### src/rtl/alarm_pkg.sv
// alarm_pkg: shared state type, time-field limits and a small helper for the alarm path
//   Contents: alarm_state_t (DISARMED=0, ARMED=1, RINGING=2, SNOOZE=3),
//   TIME_W / HRS_MAX / MIN_MAX / SEC_MAX, max_int()
package alarm_pkg;
  typedef enum logic [1:0] {DISARMED, ARMED, RINGING, SNOOZE} alarm_state_t;
  localparam int TIME_W = 8;
  localparam int HRS_MAX = 23;
  localparam int MIN_MAX = 59;
  localparam int SEC_MAX = 59;
  function automatic int max_int(input int a, input int b);
    return a > b ? a : b;
  endfunction
endpackage

### src/rtl/sec_countdown.sv
// sec_countdown: loadable seconds down-counter that stops at zero
//   clk, reset   : clock, asynchronous active-high reset
//   i_load       : load i_load_val (wins over i_tick)
//   i_tick       : decrement request, ignored when the count is already zero
//   o_count      : current count
//   o_hit_one    : count equals one, so the next tick expires it
module sec_countdown #(
  parameter int W = 4
) (
  input  logic         clk,
  input  logic         reset,
  input  logic         i_load,
  input  logic [W-1:0] i_load_val,
  input  logic         i_tick,
  output logic [W-1:0] o_count,
  output logic         o_hit_one
);
  logic [W-1:0] r_count;
  always_ff @(posedge clk or posedge reset)
    if (reset) r_count <= '0;
    else if (i_load) r_count <= i_load_val;
    else if (i_tick && r_count != '0) r_count <= r_count - 1'b1;
  assign o_count = r_count;
  assign o_hit_one = r_count == W'(1);
endmodule

### src/rtl/alarm_ctrl.sv
// alarm_ctrl: alarm sequencing FSM (match, ring, snooze, stop, timeout, disarm)
//   clk, reset          : clock, asynchronous active-high reset
//   i_tick_1hz          : one-clk pulse per second
//   i_arm               : alarm enable switch
//   i_snooze_key        : snooze key level, acted on at its rising edge
//   i_stop_key          : stop key level, acted on at its rising edge
//   i_set_active        : time/alarm being set, blocks new matches
//   i_cur_hrs/min/sec   : running time
//   i_alm_hrs/min       : alarm setpoint
//   o_ring, o_snoozing  : in RINGING / in SNOOZE
//   o_ring_blink        : LED blink, toggles on each tick while ringing
//   o_state             : encoded FSM state
//   o_snooze_cnt        : snoozes used in the current event
module alarm_ctrl import alarm_pkg::*; #(
  parameter int SNOOZE_SEC = 300,
  parameter int RING_TIMEOUT_SEC = 60,
  parameter int MAX_SNOOZES = 3
) (
  input  logic              clk,
  input  logic              reset,
  input  logic              i_tick_1hz,
  input  logic              i_arm,
  input  logic              i_snooze_key,
  input  logic              i_stop_key,
  input  logic              i_set_active,
  input  logic [TIME_W-1:0] i_cur_hrs,
  input  logic [TIME_W-1:0] i_cur_min,
  input  logic [TIME_W-1:0] i_cur_sec,
  input  logic [TIME_W-1:0] i_alm_hrs,
  input  logic [TIME_W-1:0] i_alm_min,
  output logic              o_ring,
  output logic              o_ring_blink,
  output logic              o_snoozing,
  output logic [1:0]        o_state,
  output logic [1:0]        o_snooze_cnt
);
  localparam int CW = $clog2(max_int(SNOOZE_SEC, RING_TIMEOUT_SEC) + 1);
  alarm_state_t r_state, w_next;
  logic r_snooze_q, r_stop_q, r_blink, w_blink;
  logic [1:0] r_snooze_cnt, w_snooze_cnt;
  logic w_snooze_rise, w_stop_rise, w_match, w_load, w_hit_one, w_unused;
  logic [CW-1:0] w_load_val, w_count;
  assign w_snooze_rise = i_snooze_key & ~r_snooze_q;
  assign w_stop_rise = i_stop_key & ~r_stop_q;
  assign w_match = i_tick_1hz & ~i_set_active & (i_cur_hrs == i_alm_hrs) &
                   (i_cur_min == i_alm_min) & (i_cur_sec == '0);
  assign w_unused = ^w_count;
  sec_countdown #(.W(CW)) u_countdown (
    .clk        (clk),
    .reset      (reset),
    .i_load     (w_load),
    .i_load_val (w_load_val),
    .i_tick     (i_tick_1hz),
    .o_count    (w_count),
    .o_hit_one  (w_hit_one)
  );
  // Disarm loads zero, which also clears the countdown.
  always_comb begin
    w_next = r_state;
    w_snooze_cnt = r_snooze_cnt;
    w_load = 1'b0;
    w_load_val = '0;
    if (!i_arm) begin
      w_next = DISARMED;
      w_snooze_cnt = '0;
      w_load = 1'b1;
    end else case (r_state)
      DISARMED: w_next = ARMED;
      ARMED: if (w_match) begin
        w_next = RINGING;
        w_load = 1'b1;
        w_load_val = CW'(RING_TIMEOUT_SEC);
        w_snooze_cnt = '0;
      end
      RINGING: if (w_stop_rise) w_next = ARMED;
      else if (w_snooze_rise && r_snooze_cnt < 2'(MAX_SNOOZES)) begin
        w_next = SNOOZE;
        w_load = 1'b1;
        w_load_val = CW'(SNOOZE_SEC);
        w_snooze_cnt = r_snooze_cnt + 2'd1;
      end else if (i_tick_1hz && w_hit_one) w_next = ARMED;
      default: if (w_stop_rise) w_next = ARMED;
      else if (i_tick_1hz && w_hit_one) begin
        w_next = RINGING;
        w_load = 1'b1;
        w_load_val = CW'(RING_TIMEOUT_SEC);
      end
    endcase
    // Blink starts lit on entry to RINGING, toggles per tick, dark elsewhere.
    w_blink = (w_next != RINGING) ? 1'b0 : (r_state != RINGING) ? 1'b1 : r_blink ^ i_tick_1hz;
  end
  always_ff @(posedge clk or posedge reset)
    if (reset) begin
      r_state <= DISARMED;
      r_snooze_cnt <= '0;
      r_blink <= 1'b0;
      r_snooze_q <= 1'b0;
      r_stop_q <= 1'b0;
    end else begin
      r_state <= w_next;
      r_snooze_cnt <= w_snooze_cnt;
      r_blink <= w_blink;
      r_snooze_q <= i_snooze_key;
      r_stop_q <= i_stop_key;
    end
  assign o_ring = r_state == RINGING;
  assign o_snoozing = r_state == SNOOZE;
  assign o_ring_blink = r_blink;
  assign o_state = r_state;
  assign o_snooze_cnt = r_snooze_cnt;
endmodule
### config.mk
export PLATFORM = sky130hd
export DESIGN_NAME = alarm_ctrl
export DESIGN_NICKNAME = d
export VERILOG_FILES = /design/src/rtl/alarm_pkg.sv /design/src/rtl/sec_countdown.sv /design/src/rtl/alarm_ctrl.sv
export SDC_FILE = /design/constraint.sdc
export NUM_CORES = 1
export LEC_CHECK = 0
export ABC_CLOCK_PERIOD_IN_PS = 2200
export CAP_MARGIN = 20
export CORE_MARGIN = 4
export CORE_UTILIZATION = 38
export CTS_BUF_LIST = sky130_fd_sc_hd__clkbuf_4 sky130_fd_sc_hd__clkbuf_8 sky130_fd_sc_hd__clkbuf_16
export DETAILED_ROUTE_END_ITERATION = 8
export HOLD_SLACK_MARGIN = 0.08
export PLACE_DENSITY = 0.82
export SLEW_MARGIN = 20
export SYNTH_ARGS = -nofsm -noshare
export SYNTH_HDL_FRONTEND = slang
export SYNTH_HIERARCHICAL = 1
export SYNTH_SLANG_ARGS = --single-unit
### constraint.sdc
create_clock -name clk -period 2.2 [get_ports clk]
set_input_delay 0.44 -clock clk [delete_from_list [all_inputs] [get_ports clk]]
set_output_delay 0.44 -clock clk [all_outputs]
set_load 0.02 [all_outputs]
==> metrics.cfg, run 1 <==
[outcome]
status=complete, no violations

[critical_path]
start_kind=flip-flop
regToRegStartpoint=u_countdown/o_count[3]
crit_chain=or4_4 > buf_4 > nor4_1 > mux2_2 > mux2_4
cpMaxStageDelayCell=or4_4
critical_path_depth=5
required_ps=2380
r2r_cells=5
reg2reg_to=u_countdown/o_count[8]
crit_end=u_countdown/o_count[8]
rrSetupSlack_ps=60
path_max_fanout=9
critPathTopFamily=simple AND/OR/NAND/NOR gates
critPathCaptureType=flip-flop
crit_type=flip-flop to flip-flop
cp-startpoint=u_countdown/o_count[3]
critPathBufInv=1
cp.arrival_ps=2320
slowest_delay_ps=540

[power]
p_switching_uw=269
pwr-share-comb=0.405
swShare=0.318
vdd_ir_drop_max_uv=379
p_leak_uw=0.00105
p_int_uw=575
powerDensity_mw_per_mm2=405
p_seq_frac=0.413
pwr-share-clk=0.182

[clocking]
clockRootBuffer=clkbuf_4
clk_path_buf_depth=2
cts_buffers=3
clk_pin_slew_ps=90
numClockSinks=16
cts_tree=built
h-tree-depth=1
clkLatencyLatePin_ps=280

[synthesis]
mappedNetlistArea_mm2=0.00126
ys.flop_type=dfrtp_1
avgSynthCellArea_um2=8.72
synth-seq-area-share=0.317
synth_cells=145
synth_seq_cells=16
synth_warnings=6
synth_cell_types=41
async_flop_share=1.00
synth-edff-count=0

[sta]
layout_setup_ws_ps=61.1
rsz0062_at_grt=false
finalSetupViolations=0
clock_skew_ps=4.42
hold_slack_ps=406
max_freq_mhz=468
period_needed_ps=2140
finalHoldViolations=0
timing.final.crit_share=0.972
maxSlewViolCount=0

[finish]
final_nets=269
fin_cells=260
layout_common_cells=clkdlybuf4s50_1, nand2_1, dlymetal6s2s_1
area_delta_synth_final_pct=64.6
drive_gt1_frac=0.167
utilization=0.666
insertedDiodeCount=0
final_common_cell=clkdlybuf4s50_1

[global_route]
grt-busiest-layer=met2
antenna_found_initial=0
grt_pass1_wl_mm=5.83
grt_usage=0.175
grt_use_met1=0.199
grt_max_degree=11
grt_util_met2=0.319
grt_remaining_overflow=0
grt_pass1_vias=1348
use_met3=0.0410

[drt]
dr_total_vias=1325
drtAntennaViolNets=0
wire_per_inst_um=14.7
first_iter_violations=28
routed_wl_mm=3.82
drt-pass1-iter-count=4
drcViolationCount=0
post_drt_via_cell_ratio=5.10

[floorplanning]
core_area_mm2=0.00313
start_util=0.404
num_rows=20
io_pins=54
die_h_um=65.7
die_x_um=65.7
dieArea_mm2=0.00432

[placed_design]
dp.cells=255
numPortBuffers=53
gp_congestion=0.796
post-place-ws_ps=-374
place_hpwl_mm=2.94

[flow_run]
cap_violations=0

[min_path]
min_path_type=input pin to asynchronous set/reset pin

[worst register-to-register path, delay by kind of cell, from the launching register on]
family | cells | cell delay, ps
simple gates | 2 | 800
mux | 2 | 630
flops | 1 | 430
buf+inv | 1 | 180
[power by group through the flow]
stage | Sequential [uW] | Clock, uW | Combinational [uW]
final | 349 | 154 | 341
after global routing | 354 | 175 | 376
after CTS | 348 | 163 | 338
after detailed placement | 353 | 0 | 333
after global placement | 351 | 0 | 324
after floorplan | 345 | 0 | 193
[registers in the layout (all words and copies together), names as in the netlist]
signal,flops
r_snooze_q,1
o_ring_blink,1
o_state,2
o_snooze_cnt,2
u_countdown/o_count,9
r_stop_q,1
[logic make-up after synthesis]
kind of cell,Yosys count,share of synthesized area
AOI/OAI and AO/OA,27,0.149
muxes,3,0.0267
adders and majority gates,4,0.0396
DFF,16,0.317
xor gates and xnor gates,22,0.152
and+or+nand+nor,59,0.267
buffers and inverters,13,0.0455
other,1,0.00296
[routing by layer]
metal | up-vias | share of wire
met3 | 2 | 0.085
li1 | 656 | -
met5 | - | 0
met4 | 0 | 0.0050
met1 | 617 | 0.39
met2 | 50 | 0.52
[synth_stat cells (3+ instances only)]
cell / number / share of area
nand2_1: 22 / 0.065
dfrtp_1: 16 / 0.32
xor2_1: 14 / 0.097
xnor2_1: 8 / 0.055
inv_1: 7 / 0.021
a21oi_1: 6 / 0.024
nand3_1: 5 / 0.020
nor2_1: 5 / 0.015
clkbuf_1: 4 / 0.012
ha_1: 4 / 0.040
nor3_1: 4 / 0.016
o311ai_0: 4 / 0.028
mux2_2: 3 / 0.027
nor3b_1: 3 / 0.018
nor4_1: 3 / 0.015
o21ai_0: 3 / 0.012
o21ai_1: 3 / 0.012
[metrics by stage]
stage | area, um^2 | TNS [ps] | power (uW)
finish | 2080 | 0 | 843
global route | 2080 | 0 | 905
CTS | 2000 | -0.583 | 849
detailed placement | 1950 | -3840 | 687
global placement | 1950 | -3650 | 676
floorplan | 1280 | 0 | 538
[what timing repair did]
item	4_1_cts	5_1_grt
pin swaps	3	12
resized for setup	4	27
endpoints found under the setup margin	6	13
hold buffers	0	0
setup buffers	2	0
[worst min path at each step]
stage | startpoint | end | slack, ps | cells past startpoint
finish | reset | o_snooze_cnt[0] | 410 | 2
global route | reset | o_snooze_cnt[0] | 420 | 2
CTS | reset | r_stop_q | 400 | 2
detailed placement | o_snooze_cnt[1] | o_snooze_cnt[1] | 580 | 1
global placement | o_snooze_cnt[1] | o_snooze_cnt[1] | 570 | 1
floorplan | reset | o_ring_blink | 240 | 1
[cell type report]
class | instances | area (um^2)
multi-input cells | 119 | 850
clock buffers | 3 | 22.5
flip-flops and latches | 16 | 400
fillers | 259 | 1050
repair buffers | 71 | 728
well taps | 44 | 55.1
inverters | 7 | 26.3
Note: power is estimated with default switching activity, not from simulation.
==> run 2: changes to the inputs <==
--- a/config.mk
+++ b/config.mk
@@ -7,9 +7,8 @@
 export LEC_CHECK = 0
 export ABC_CLOCK_PERIOD_IN_PS = 2200
 export CAP_MARGIN = 20
-export CORE_MARGIN = 4
+export CORE_MARGIN = 8
 export CORE_UTILIZATION = 38
-export CTS_BUF_LIST = sky130_fd_sc_hd__clkbuf_4 sky130_fd_sc_hd__clkbuf_8 sky130_fd_sc_hd__clkbuf_16
 export DETAILED_ROUTE_END_ITERATION = 8
 export HOLD_SLACK_MARGIN = 0.08
 export PLACE_DENSITY = 0.82
==> run 2 against run 1 <==
First-iteration DRC count grew 29%. Via count grew 1.4%. Core utilization shrank 3.6 points. Critical path depth grew 2. Count of clock-buffer cells in the layout is the same. Setup slack lost 72 ps. Critical endpoint is now o_snooze_cnt[0]. Non-clock buffer count shrank 2. Hold slack lost 6.7 ps. Sequential cell count is the same. The run now ends with negative setup slack left. Wire length grew 11%.
==> metrics.cfg, run 2 (same netlist as run 1, synthesis figures left out) <==
[critical_path]
cpMaxStageDelayCell=or4_4  ; unchanged
critPathBufInv=2  ; was 1
required_ps=2370  ; was 2380 ps
crit_chain=clkdlybuf4s50_1 > xor2_1 > nor4_2 > nand3_1 > or4_4 > buf_6 > a41o_1  ; was or4_4 > buf_4 > nor4_1 > mux2_2 > mux2_4
start_kind=input pin  ; was flip-flop
critPathCaptureType=flip-flop  ; unchanged
path_max_fanout=6  ; was 9
slowest_delay_ps=580  ; was 540 ps
critPathTopFamily=simple AND/OR/NAND/NOR gates  ; unchanged
crit_type=input pin to flip-flop  ; was flip-flop to flip-flop
cp.arrival_ps=2380  ; was 2320 ps

[clocking]
clockRootBuffer=clkbuf_4  ; unchanged
cts_tree=built  ; unchanged
numClockSinks=16  ; unchanged
clk_pin_slew_ps=100  ; was 90 ps
clkLatencyLatePin_ps=290  ; was 280 ps
cts_hold_buf=0  ; unchanged
cts_buffers=3  ; unchanged
clk_path_buf_depth=2  ; unchanged
h-tree-depth=1  ; unchanged

[sta]
clock_skew_ps=13.1  ; was 4.42 ps
finalHoldViolations=0  ; unchanged
hold_slack_ps=400  ; was 406 ps
max_freq_mhz=452  ; was 468 MHz
period_needed_ps=2210  ; was 2140 ps
tns_ps=-16.2  ; was 0 ps
layout_setup_ws_ps=-11.2  ; was 61.1 ps
maxSlewViolCount=0  ; unchanged
finalSetupViolations=2  ; was 0
timing.final.crit_share=1.01  ; was 0.972

[power]
powerDensity_mw_per_mm2=418  ; was 405 mW/mm^2
p_leak_uw=0.000933  ; was 0.00105 uW
vdd_ir_drop_max_uv=344  ; was 379 uV

[finish]
fin_cells=260  ; unchanged
insertedDiodeCount=0  ; unchanged
area_delta_synth_final_pct=62.2  ; was 64.6%
layout_common_cells=clkdlybuf4s50_1, nand2_1, dfrtp_1  ; was clkdlybuf4s50_1, nand2_1, dlymetal6s2s_1
final_common_cell=clkdlybuf4s50_1  ; unchanged
fillers=299  ; was 259
final_nets=267  ; was 269
largest_reg_flops=9  ; unchanged
drive_gt1_frac=0.173  ; was 0.167

[global_route]
antenna_found_initial=0  ; unchanged
grt_pass1_vias=1326  ; was 1,348
grt_remaining_overflow=0  ; unchanged
grt_pass1_wl_mm=6.17  ; was 5.83 mm
grt_usage=0.145  ; was 0.175
grt_max_degree=12  ; was 11

[drt]
wire_per_inst_um=16.3  ; was 14.7 um
drcViolationCount=0  ; unchanged
drt-pass1-iter-count=4  ; unchanged
drtAntennaViolNets=0  ; unchanged
first_iter_violations=36  ; was 28
routed_wl_mm=4.24  ; was 3.82 mm
post_drt_via_cell_ratio=5.17  ; was 5.10
dr_total_vias=1343  ; was 1,325

[floorplanning]
core_area_mm2=0.00326  ; was 0.00313 mm^2
io_pins=54  ; unchanged
num_rows=21  ; was 20
die_x_um=73.7  ; was 65.7 um
start_util=0.388  ; was 0.404
die_h_um=73.7  ; was 65.7 um
dieArea_mm2=0.00543  ; was 0.00432 mm^2

[placed_design]
post-place-ws_ps=-374  ; about the same
gp_congestion=0.817  ; was 0.796
dp.cells=256  ; was 255
numPortBuffers=53  ; unchanged
place_hpwl_mm=3.28  ; was 2.94 mm

[flow_run]
cap_violations=0  ; unchanged

[outcome]
violations=negative setup slack
status=finished, violations left  ; was complete, no violations

[min_path]
min_path_type=input pin to asynchronous set/reset pin  ; unchanged

-- run 2: through the flow --
stage / util / instance area, um^2 / total power, uW
after floorplan: - / 1280 / 538
after global placement: 0.601 / 1960 / 679
after detailed placement: 0.601 / 1960 / 691
after CTS: 0.611 / 1990 / 845
after global routing: 0.630 / 2050 / 908
final: 0.630 / 2050 / 858
-- run 2: layout make-up --
type	count	area (um^2)	area share
sequential	16	400	0.195
timing repair buffer	69	692	0.337
multi-input combinational	119	853	0.416
inverter	7	26.3	0.0128
tap	46	57.6	0.0280
clock buffer	3	22.5	0.0110
-- run 2: layer usage --
metal  track usage  share of wire  up-vias
met5             0              0        -
met4        0.0399         0.0090        0
met3        0.0382          0.067        4
met2         0.266           0.51       57
met1         0.158           0.41      629
li1              -              -      653
-- run 2: timing repair --
action | in CTS | in global routing
setup buffers | 0 | 1
resized for setup | 2 | 16
endpoints found under the setup margin | 11 | 10
pin swaps | 5 | 11
-- run 2: worst register-to-register path, cell delays in order (launching register included) --
cell and delay [ps]:
dfrtp_1 430, or4_4 510, buf_4 190, nor4_2 220
mux2_2 370, mux2_2 260
-- run 2: final timing paths --
check	from	endpoint	slack, ps	cells after the start
setup / recovery	i_alm_min[5]	o_snooze_cnt[0]	-10	7
hold / removal	reset	o_state[1]	400	2
setup reg to reg	u_countdown/o_count[4]	u_countdown/o_count[8]	110	5
hold reg to reg	o_snooze_cnt[1]	o_snooze_cnt[1]	610	1
max in group asynchronous	reset	u_countdown/o_count[8]	1470	2
min in group clk	o_snooze_cnt[1]	o_snooze_cnt[1]	610	1
-- run 2: report_power, final --
group	leakage, uW	internal [uW]	switching (uW)
combinational	0.000712	195	163
sequential	0.000207	320	28.5
clock	0.0000138	63.5	88.5
total	0.000933	579	280
==> run 3: changes to the inputs <==
--- a/config.mk
+++ b/config.mk
@@ -10,6 +10,7 @@
 export CORE_MARGIN = 8
 export CORE_UTILIZATION = 38
 export DETAILED_ROUTE_END_ITERATION = 8
+export GPL_ROUTABILITY_DRIVEN = 0
 export HOLD_SLACK_MARGIN = 0.08
 export PLACE_DENSITY = 0.82
 export SLEW_MARGIN = 20
==> results of run 3 <==
No change in the layout: final DEF, timing and power equal those of run 2.
